File: src/rtl/serial_tx_pkg.sv
// Shared state encoding and line levels for the serial word transmitter.
package serial_tx_pkg;

    typedef logic [2:0] tx_state_t;

    localparam tx_state_t IDLE   = 3'd0;
    localparam tx_state_t START  = 3'd1;
    localparam tx_state_t DATA   = 3'd2;
    localparam tx_state_t PARITY = 3'd3;
    localparam tx_state_t STOP   = 3'd4;

    localparam logic IDLE_LVL  = 1'b0;
    localparam logic START_LVL = 1'b1;
    localparam logic STOP_LVL  = 1'b0;

endpackage

File: src/rtl/serial_bit_timer.sv
// Bit-period timer: counts 0..CLKS_PER_BIT-1, tick marks the last cycle of each period.
module serial_bit_timer #(
    parameter int unsigned CLKS_PER_BIT = 1
) (
    input  logic CLK,
    input  logic Reset,
    input  logic clear,
    output logic tick
);

    localparam int unsigned CntW = (CLKS_PER_BIT > 1) ? $clog2(CLKS_PER_BIT) : 1;
    localparam logic [CntW-1:0] LastCnt = CntW'(CLKS_PER_BIT - 1);

    logic [CntW-1:0] cnt_q, cnt_d;

    assign tick = (cnt_q == LastCnt);

    always_comb begin
        cnt_d = cnt_q + 1'b1;
        if (clear || tick) begin
            cnt_d = '0;
        end
    end

    always_ff @(posedge CLK or posedge Reset) begin
        if (Reset) begin
            cnt_q <= '0;
        end else begin
            cnt_q <= cnt_d;
        end
    end

endmodule

File: src/rtl/serial_word_tx.sv
// Parallel-to-serial framer: start bit, data LSB-first, optional even parity, stop bit(s).
// Parity bit is compiled in when SERIAL_WORD_TX_PARITY_EN is defined.
module serial_word_tx
    import serial_tx_pkg::*;
#(
    parameter int unsigned DATA_W       = 4,
    parameter int unsigned CLKS_PER_BIT = 1,
    parameter int unsigned STOP_BITS    = 1
) (
    input  logic              CLK,
    input  logic              Reset,
    input  logic [DATA_W-1:0] data_in,
    input  logic              data_valid,
    output logic              data_ready,
    output logic              ser_out,
    output logic              busy,
    output logic              done
);

    localparam int unsigned CntW = $clog2(DATA_W + 1);
    localparam logic [CntW-1:0] LastData = CntW'(DATA_W - 1);
    localparam logic [CntW-1:0] LastStop = CntW'(STOP_BITS - 1);

    tx_state_t         state_q, state_d;
    logic [DATA_W-1:0] buf_q, buf_d;
    logic [CntW-1:0]   cnt_q, cnt_d;
    logic              ser_q, ser_d;
    logic              done_q, done_d;
    logic              tick;
    logic              accept;

`ifdef SERIAL_WORD_TX_PARITY_EN
    logic parity_q, parity_d;
`endif

    assign data_ready = (state_q == IDLE) && !Reset;
    assign accept     = data_valid && data_ready;
    assign busy       = (state_q != IDLE);
    assign ser_out    = ser_q;
    assign done       = done_q;

    // Timer is held at zero while idle so the start bit gets a full period.
    serial_bit_timer #(
        .CLKS_PER_BIT(CLKS_PER_BIT)
    ) u_timer (
        .CLK  (CLK),
        .Reset(Reset),
        .clear(state_q == IDLE),
        .tick (tick)
    );

    always_comb begin
        state_d = state_q;
        buf_d   = buf_q;
        cnt_d   = cnt_q;
        done_d  = 1'b0;
        case (state_q)
            IDLE: begin
                if (accept) begin
                    state_d = START;
                    buf_d   = data_in;
                    cnt_d   = '0;
                end
            end
            START: begin
                if (tick) state_d = DATA;
            end
            DATA: begin
                if (tick) begin
                    buf_d = buf_q >> 1;
                    if (cnt_q == LastData) begin
                        cnt_d = '0;
`ifdef SERIAL_WORD_TX_PARITY_EN
                        state_d = PARITY;
`else
                        state_d = STOP;
`endif
                    end else begin
                        cnt_d = cnt_q + 1'b1;
                    end
                end
            end
`ifdef SERIAL_WORD_TX_PARITY_EN
            PARITY: begin
                if (tick) state_d = STOP;
            end
`endif
            STOP: begin
                if (tick) begin
                    if (cnt_q == LastStop) begin
                        cnt_d   = '0;
                        state_d = IDLE;
                        done_d  = 1'b1;
                    end else begin
                        cnt_d = cnt_q + 1'b1;
                    end
                end
            end
            default: state_d = IDLE;
        endcase
    end

    // Line level is registered from the next state so it lines up with the state register.
    always_comb begin
        ser_d = IDLE_LVL;
        case (state_d)
            START:  ser_d = START_LVL;
            DATA:   ser_d = buf_d[0];
`ifdef SERIAL_WORD_TX_PARITY_EN
            PARITY: ser_d = parity_q;
`endif
            STOP:   ser_d = STOP_LVL;
            default: ser_d = IDLE_LVL;
        endcase
    end

`ifdef SERIAL_WORD_TX_PARITY_EN
    assign parity_d = accept ? ^data_in : parity_q;

    always_ff @(posedge CLK or posedge Reset) begin
        if (Reset) begin
            parity_q <= 1'b0;
        end else begin
            parity_q <= parity_d;
        end
    end
`endif

    always_ff @(posedge CLK or posedge Reset) begin
        if (Reset) begin
            state_q <= IDLE;
            buf_q   <= '0;
            cnt_q   <= '0;
            ser_q   <= IDLE_LVL;
            done_q  <= 1'b0;
        end else begin
            state_q <= state_d;
            buf_q   <= buf_d;
            cnt_q   <= cnt_d;
            ser_q   <= ser_d;
            done_q  <= done_d;
        end
    end

endmodule
File: config.mk
export PLATFORM = sky130hd
export DESIGN_NAME = serial_word_tx
export DESIGN_NICKNAME = d
export VERILOG_FILES = /design/src/rtl/serial_tx_pkg.sv /design/src/rtl/serial_bit_timer.sv /design/src/rtl/serial_word_tx.sv
export SDC_FILE = /design/constraint.sdc
export NUM_CORES = 1
export LEC_CHECK = 0
export CAP_MARGIN = 20
export CORE_MARGIN = 5
export CORE_UTILIZATION = 55
export DETAILED_ROUTE_END_ITERATION = 16
export DONT_BUFFER_PORTS = 1
export GPL_ROUTABILITY_DRIVEN = 0
export MAX_ROUTING_LAYER = met4
export PLACE_DENSITY = 0.7
export SLEW_MARGIN = 20
export SYNTH_ARGS = -nofsm -noshare
export SYNTH_HDL_FRONTEND = slang
export SYNTH_HIERARCHICAL = 1
export SYNTH_SLANG_ARGS = --single-unit
File: constraint.sdc
create_clock -name CLK -period 2.9 [get_ports CLK]
set_input_delay 0.435 -clock CLK [delete_from_list [all_inputs] [get_ports CLK]]
set_output_delay 0.435 -clock CLK [all_outputs]
set_load 0.1 [all_outputs]
# ---- After elaboration in Yosys (flattened, before gate mapping)
# Index checks and enable logic that the tools add are counted.
dict set report op_classes {
  bitwise_logic 1
  mux 21
  add_sub_neg 2
  n_reduce_logical 11
  n_eq_ne 9
}
# cell n
set op_table {}
lappend op_table {{3-bit two-way mux} 11}
lappend op_table {{3-bit case mux with 4 select lines} 1}
lappend op_table {{3-bit by 2-bit equality test with 1-bit output, second input constant} 3}
lappend op_table {{3-bit case mux with 3 select lines} 1}
lappend op_table {{4-bit two-way mux} 2}
lappend op_table {{4-bit case mux with 2 select lines} 1}
lappend op_table {{3-bit by 1-bit equality test with 1-bit output, second input constant} 2}
lappend op_table {{3-bit zero test} 2}
lappend op_table {{2-bit != test, second input constant} 3}
lappend op_table {{3-bit nonzero test} 2}
lappend op_table {{1-bit two-way mux} 4}
lappend op_table {{4-bit AND reduction} 1}
lappend op_table {{3-bit by 1-bit adder with 3-bit output, second input constant} 1}
lappend op_table {{3-bit equality test, second input constant} 1}
lappend op_table {{3-bit AND reduction} 1}
lappend op_table {{1-bit logical AND} 2}
lappend op_table {{1-bit case mux with 2 select lines} 1}
lappend op_table {{2-bit nonzero test} 1}
lappend op_table {{1-bit adder, second input constant} 1}
lappend op_table {{1-bit zero test} 1}
lappend op_table {{1-bit logical OR} 1}
lappend op_table {{1-bit inverter} 1}
dict set report totals {
  wordCells 51
  out_inout_bits 4
  ff_bits 13
  in_bits 7
}

# ---- Logic depth before layout (Yosys ltp)
# Gate-level depths: netlist (run 1).
dict set report depth {
  depth_word 7
  depth_mapped 7
  depth_no_buf 7
}

# ---- Hierarchy
# The synthesis (run 1) kept the hierarchy.
# mod n_inst cells_each area_each_um2 seq_area_each_um2
set by_module_without_submodules {}
lappend by_module_without_submodules {serial_word_tx 1 70 708.2 300.3}
lappend by_module_without_submodules {serial_bit_timer 1 4 36.3 25.0}

# ---- Worst setup path before layout (run 1)
# Ideal clock, no wire load.
dict set report synth_timing {
  path_kind {flip-flop to output port}
  from {register state_q[2]}
  to {output port data_ready}
  arrival_ns 2.741
  n_path_buf 1
  path_stages_with_launch 4
  path_slack_ns -0.276
  required_ns 2.465
  path_cell_list {dfrtp_1 -> buf_2 -> or3_1 -> nor2_1}
}
dict set report synth_between {
  elab_chain_len 2
}
# element line_no
set synth_lines {}
lappend synth_lines {{start: declaration} serial_word_tx.sv:24} ;# tx_state_t state_q, state_d;
lappend synth_lines {{start signal: assignment} serial_word_tx.sv:137} ;# state_q <= state_d;
lappend synth_lines {{3-bit zero test} serial_word_tx.sv:36} ;# assign data_ready = (state_q == IDLE) && !Reset;
lappend synth_lines {{1-bit logical AND} serial_word_tx.sv:36}
lappend synth_lines {{end: declaration} serial_word_tx.sv:14} ;# output logic data_ready,
# No other way between the ends.

# ---- Worst setup path after layout (run 1)
dict set report layout_timing {
  from {register state_q[1]}
  to {output port data_ready}
}
# Same word-level chain as after synthesis.

==> metrics.md, run 1 <==
| Metric | Value |
|---|---|
| Vias in the first global route | `between 500 and 600` |
| CTS tree | `yes` |
| Critical path class | `reg2out` |
| Final hold viol count | `0` |
| Sequential cell area | `approximately 330 um^2` |
| Post-layout util | `0.6203` |
| Cts bufs inserted | `3` |
| Worst path top cell family by delay | `simple AND/OR/NAND/NOR gates` |
| Placed inst area | `roughly 760 um^2` |
| Max-slew headroom | `0.4214` |
| Syn_nets | `85` |
| Fillers | `between 100 and 150` |
| WL per Instance | `around 14 um` |
| CP max-delay cell | `or3_1` |
| Initial DRC Count | `16` |
| DRC viols | `0` |
| Max-cap violations | `0` |
| #FFs+latches synth | `13` |
| Clock slew at reported path FFs | `roughly 0.08 ns` |
| WP data arrival | `~1.7 ns` |
| First-pass GRT wire length | `2387 um` |
| Htree depth | `1` |
| WP buf/inv | `1` |
| N_diodes | `0` |
| CTS max path bufs | `2` |
| Area added between synthesis and finish | `7.059%` |
| Initial Utilization | `0.5794` |
| Fraction of the cycle the final worst path needs | `0.7294` |
| Mean post-synth cell area | `10.06 um^2` |
| Core Area | `between 1000 and 1500 um^2` |
| Yosys top cell area share | `0.4370` |
| Average vias per placed instance | `5.739` |
| Ports | `11` |
| Die X | `about 47 um` |
| Pin count of the biggest net entering global routing | `14` |
| Min cycle time layout | `approximately 2.1 ns` |
| Final Hold Slack | `between 0.05 and 0.06 ns` |
| Drt first pass iters | `4` |
| Status | `finished, final reports clean` |
| RSZ-0062 raised after global routing | `no` |
| Critical Path End Type | `output pin` |
| Multi-input logic area | `approximately 360 um^2` |
| Ranking of synthesized cells by area | `dfrtp_1 (44%), ha_1 (6.7%), inv_1 (4.5%)` |
| Final Setup Violations | `0` |
| Chip height | `between 40 and 50 um` |
| Vias | `between 500 and 600` |
| Max-slew violation count | `0` |
| CTS root buf | `clkbuf_4` |
| PD cells | `970.0 nW/um^2` |
| Grt ovf | `0` |
| HP Class | `in2async` |
| Maximum vdd drop | `~0.0006 V` |
| Cell variety after synth | `31` |
| Yosys top cell by area | `dfrtp_1` |
| Post-Syn Area | `between 700 and 800 um^2` |
| Clock Skew | `0.001727 ns` |
| Fin Setup TNS | `0 ns` |
| Fraction of layout cells with a size suffix above 1 | `0.1429` |
| Crit-path max FO | `13` |
| Worst-Skew Late Latency | `between 0.2 and 0.3 ns` |
| Port-buffer cells | `0` |
| Die area | `about 2200 um^2` |
| Cell count after synthesis | `74` |
| Finished Cell Area | `797.0 um^2` |
| LEAKAGE | `0.3778 nW` |
| Worst Tran Pin Value | `about 0.87 ns` |
| Row cnt | `13` |
| Final nets | `approximately 90` |
| Final non-filler cell total | `just over 90` |
| Critical path cell sequence | `or3_1, nor2_2, buf_4` |
| Sequential-to-total area share from yosys stat | `0.4370` |
| Global Route Usage Sum | `0.1600` |
| Req. time, crit path | `~2.5 ns` |
| CP peak stage delay | `0.51 ns` |
| Synth Warn # | `6` |
| CTS resizes | `0` |
| Placed cell count | `87` |
| Final ANT Viol Nets | `0` |
| FMAX | `between 400 and 500 MHz` |
| WL final | `approximately 1300 um` |
| Antenna violations before repair | `0` |
| Clock Sinks | `13` |
| CP Launch Type | `register` |
| Post-DP HPWL | `966.6 um` |
## synth_stat cells
| library cell | n |
|---|---|
| a211o_1 | 1 |
| nand2b_1 | 5 |
| o21a_1 | 1 |
| a21oi_1 | 5 |
| nor4bb_1 | 2 |
| nor3_2 | 1 |
| or3_1 | 1 |
| conb_1 | 1 |
| nand3b_1 | 2 |
| a32oi_1 | 1 |
| ha_1 | 4 |
| nor2_1 | 2 |
| mux2_2 | 1 |
| nand4b_1 | 1 |
| mux2_1 | 1 |
| inv_1 | 9 |
| a221o_1 | 1 |
| a21o_1 | 2 |
| inv_2 | 1 |
| o21ai_1 | 1 |
| dfrtp_1 | 13 |
| and2b_2 | 1 |
| a22o_1 | 2 |
| nor2b_1 | 1 |
| o22a_1 | 2 |
| nor3_1 | 1 |
| buf_2 | 4 |
| nand2_1 | 2 |
| or3b_1 | 2 |
| a222oi_1 | 2 |
| nor2_2 | 1 |
## report_power, final
part / switching, W / internal, W
clock: 0.0000581 / 0.0000533
sequential: 0.0000979 / 0.000236
combinational: 0.000205 / 0.000123
total: 0.000361 / 0.000412
## state kept, by name, summed over array words and instances, names as in the netlist
name           cells
buf_q              4
cnt_q              3
state_q            3
done               1
ser_out            1
u_timer/cnt_q      1
## area by class of cell
type | count | area share
multi-input cells | 47 | 0.4568
inverters | 10 | 0.04710
repair buffers | 3 | 0.03140
well taps | 15 | 0.02355
clock buffers | 4 | 0.03297
flip-flops and latches | 13 | 0.4082
## cells in the final DEF (no fill, tap or decap), types with 3 or more instances in the layout
cell       n
a21oi_1    5
clkbuf_4   3
dfrtp_1   13
ha_1       4
inv_1      9
nand2b_1   5
## worst paths after layout
path	from	to	slack [ns]	depth (start not counted)
max reg2reg	state_q[1]	buf_q[1]	1.12	4
max in group asynchronous	Reset	u_timer/cnt_q	2.38	2
max	state_q[1]	data_ready	0.78	3
min reg2reg	buf_q[3]	buf_q[2]	0.50	2
min in group CLK	data_in[3]	buf_q[3]	0.30	1
min	Reset	state_q[2]	0.05	1
## stage by stage
step,power (W),setup slack [ns]
after global routing,0.0008333,0.7008
after floorplan,0.0006050,0.1852
after CTS,0.0007805,0.7852
after global placement,0.0006531,1.129
final,0.0007731,0.7848
after detailed placement,0.0006642,1.098
## cell families after synthesis
logic type	Yosys count	synth area share
muxes	2	0.03025
AOI/OAI and AO/OA	18	0.1815
adders and majority gates	4	0.06723
and+or+nand+nor	22	0.2017
other	1	0.005037
buffers and inverters	14	0.07730
DFF	13	0.4370
## metal layers
metal	part of all wire	track usage
met5	0	-
met4	0.0083	0.04972
met3	0.029	0.03448
met2	0.48	0.2276
met1	0.49	0.2271
## timing repair
| item | in CTS | in global routing |
|---|---|---|
| endpoints found under the setup margin | 0 | 0 |
| hold endpoints to repair | 1 | 0 |
| hold buffers | 1 | 0 |
| buffers inserted | 0 | 0 |
Power figures use the tool's default switching activity.
==> run 2, diff against run 1 <==
Settings changed: CORE_UTILIZATION 55 to 53, PLACE_DENSITY 0.7 to 0.71.
Clock period 2.9 ns to 1.81 ns, I/O delays scaled along.
==> metrics.md, run 2 (synthesized netlist as in run 1, its figures left out) <==
| Metric | Value |
|---|---|
| Grt ovf | `0` |
| First-pass GRT wire length | `around 2600 um` |
| Die area | `approximately 2300 um^2` |
| N_diodes | `0` |
| Antenna violations before repair | `0` |
| Crit-path max FO | `5` |
| Clock Sinks | `13` |
| WL final | `1602 um` |
| Most frequent cells in the layout | `dfrtp_1 (13), buf_4 (12), inv_1 (9), nand2b_1 (5), a21oi_1 (5)` |
| Fraction of the cycle the final worst path needs | `0.9868` |
| FMAX | `approximately 560 MHz` |
| Req. time, crit path | `around 1.5 ns` |
| Largest register FFs | `4` |
| CTS root buf | `clkbuf_4` |
| Placed cell count | `between 90 and 100` |
| Most flop-heavy register | `buf_q` |
| Global Route Usage Sum | `0.1735` |
| Status | `finished, final reports clean` |
| Core Area | `1318 um^2` |
| Worst-Skew Late Latency | `0.27 ns` |
| CTS max path bufs | `2` |
| Initial DRC Count | `22` |
| PD cells | `roughly 1500 nW/um^2` |
| DRC viols | `0` |
| Vias | `about 610` |
| HP Class | `in2reg` |
| CP max-delay cell | `or3_4` |
| Drt first pass iters | `4` |
| Critical path cell sequence | `buf_6, or3_4, nor2_4, buf_12` |
| Cell count of the worst reg-to-reg path | `6` |
| Final non-filler cell total | `105` |
| Post-DP HPWL | `around 1100 um` |
| CP Launch Type | `register` |
| Critical path class | `reg2out` |
| WP data arrival | `around 1.5 ns` |
| Final ANT Viol Nets | `0` |
| Initial Utilization | `0.5651` |
| Regs by FF count | `buf_q: 4 flops, cnt_q: 3 flops, state_q: 3 flops` |
| Clock slew at reported path FFs | `roughly 0.070 ns` |
| Final Setup Violations | `0` |
| Max-cap violations | `0` |
| Pin count of the biggest net entering global routing | `13` |
| Htree depth | `1` |
| Min cycle time layout | `1.786 ns` |
| LEAKAGE | `0.4521 nW` |
| Clock Skew | `between 0.0009 and 0.001 ns` |
| Chip height | `between 40 and 50 um` |
| Ports | `11` |
| CTS tree | `yes` |
| Average vias per placed instance | `about 5.8` |
| RSZ-0062 raised after global routing | `yes` |
| Port-buffer cells | `0` |
| Vias in the first global route | `around 550` |
| CP peak stage delay | `approximately 0.41 ns` |
| Row cnt | `13` |
| WL per Instance | `about 15 um` |
| Post-layout util | `0.7018` |
| Fillers | `95` |
| Most common cell after layout, fill and taps aside | `dfrtp_1` |
| Die X | `47.48 um` |
| Reg2reg setup slack | `0.09 ns` |
| Area added between synthesis and finish | `24.20%` |
| Max-slew violation count | `0` |
| Critical Path End Type | `output pin` |
| Hold depth | `2` |
| Final nets | `a little over 100` |
| Final hold viol count | `0` |
| Cts bufs inserted | `3` |
| Maximum vdd drop | `0.001039 V` |
| Fraction of layout cells with a size suffix above 1 | `0.2778` |
[run 2: critical path, delay by kind of cell (launching register included)]
kind | cells | cell delay (ns)
buffers and inverters | 2 | 0.31
and+or+nand+nor | 2 | 0.54
DFF | 1 | 0.39
[run 2: final timing paths]
check,startpoint,to
max,state_q[1],data_ready
min,data_in[1],buf_q[1]
max reg2reg,state_q[2],cnt_q[0]
min reg2reg,buf_q[2],buf_q[1]
max in group asynchronous,Reset,buf_q[2]
min in group asynchronous,Reset,u_timer/cnt_q
[run 2: through the flow]
stage                     hold slack (ns)  instance area [um^2]  setup slack, ns  power [W]  setup TNS, ns
after floorplan                 0.0002137                 757.0         -0.06336  0.0009894       -0.06336
after global placement           0.003548                 828.3           0.2273   0.001138              0
after detailed placement         0.005158                 828.3           0.1970   0.001150              0
after CTS                          0.1364                 872.1          0.01594   0.001350              0
after global routing               0.1327                 924.6         -0.03617   0.001512       -0.03617
final                              0.1452                 924.6          0.02382   0.001405              0
[run 2: layer usage]
| layer | vias to the layer above | global-route usage | wire, um |
|---|---|---|---|
| li1 | 290 | - | - |
| met2 | 12 | 0.2647 | 804 |
| met5 | - | - | 0 |
| met3 | 2 | 0.03383 | 41 |
| met1 | 303 | 0.2201 | 744 |
| met4 | 0 | 0.08287 | 12 |
[run 2: repair_timing]
action | in CTS | in global routing
hold buffers | 1 | 0
hold endpoints to repair | 13 | 0
resized for setup | 0 | 2
setup buffers | 1 | 6
endpoints found under the setup margin | 1 | 2
pin swaps | 2 | 2
[run 2: power by group]
group / total (W) / switching, W / internal (W)
clock network: 0.000174 / 0.0000887 / 0.0000853
registers: 0.000435 / 0.0000548 / 0.000380
logic: 0.000796 / 0.000475 / 0.000322
total: 0.00140 / 0.000618 / 0.000787
[run 2: area by class of cell]
type                            instances  area [um^2]  area share
Inverter                               10        37.54     0.04060
Sequential cell                        13        325.3      0.3518
Clock buffer                            4        26.28     0.02842
Timing Repair Buffer                   16        142.6      0.1543
Tap cell                               15        18.77     0.02030
Multi-Input combinational cell         47        374.1      0.4046
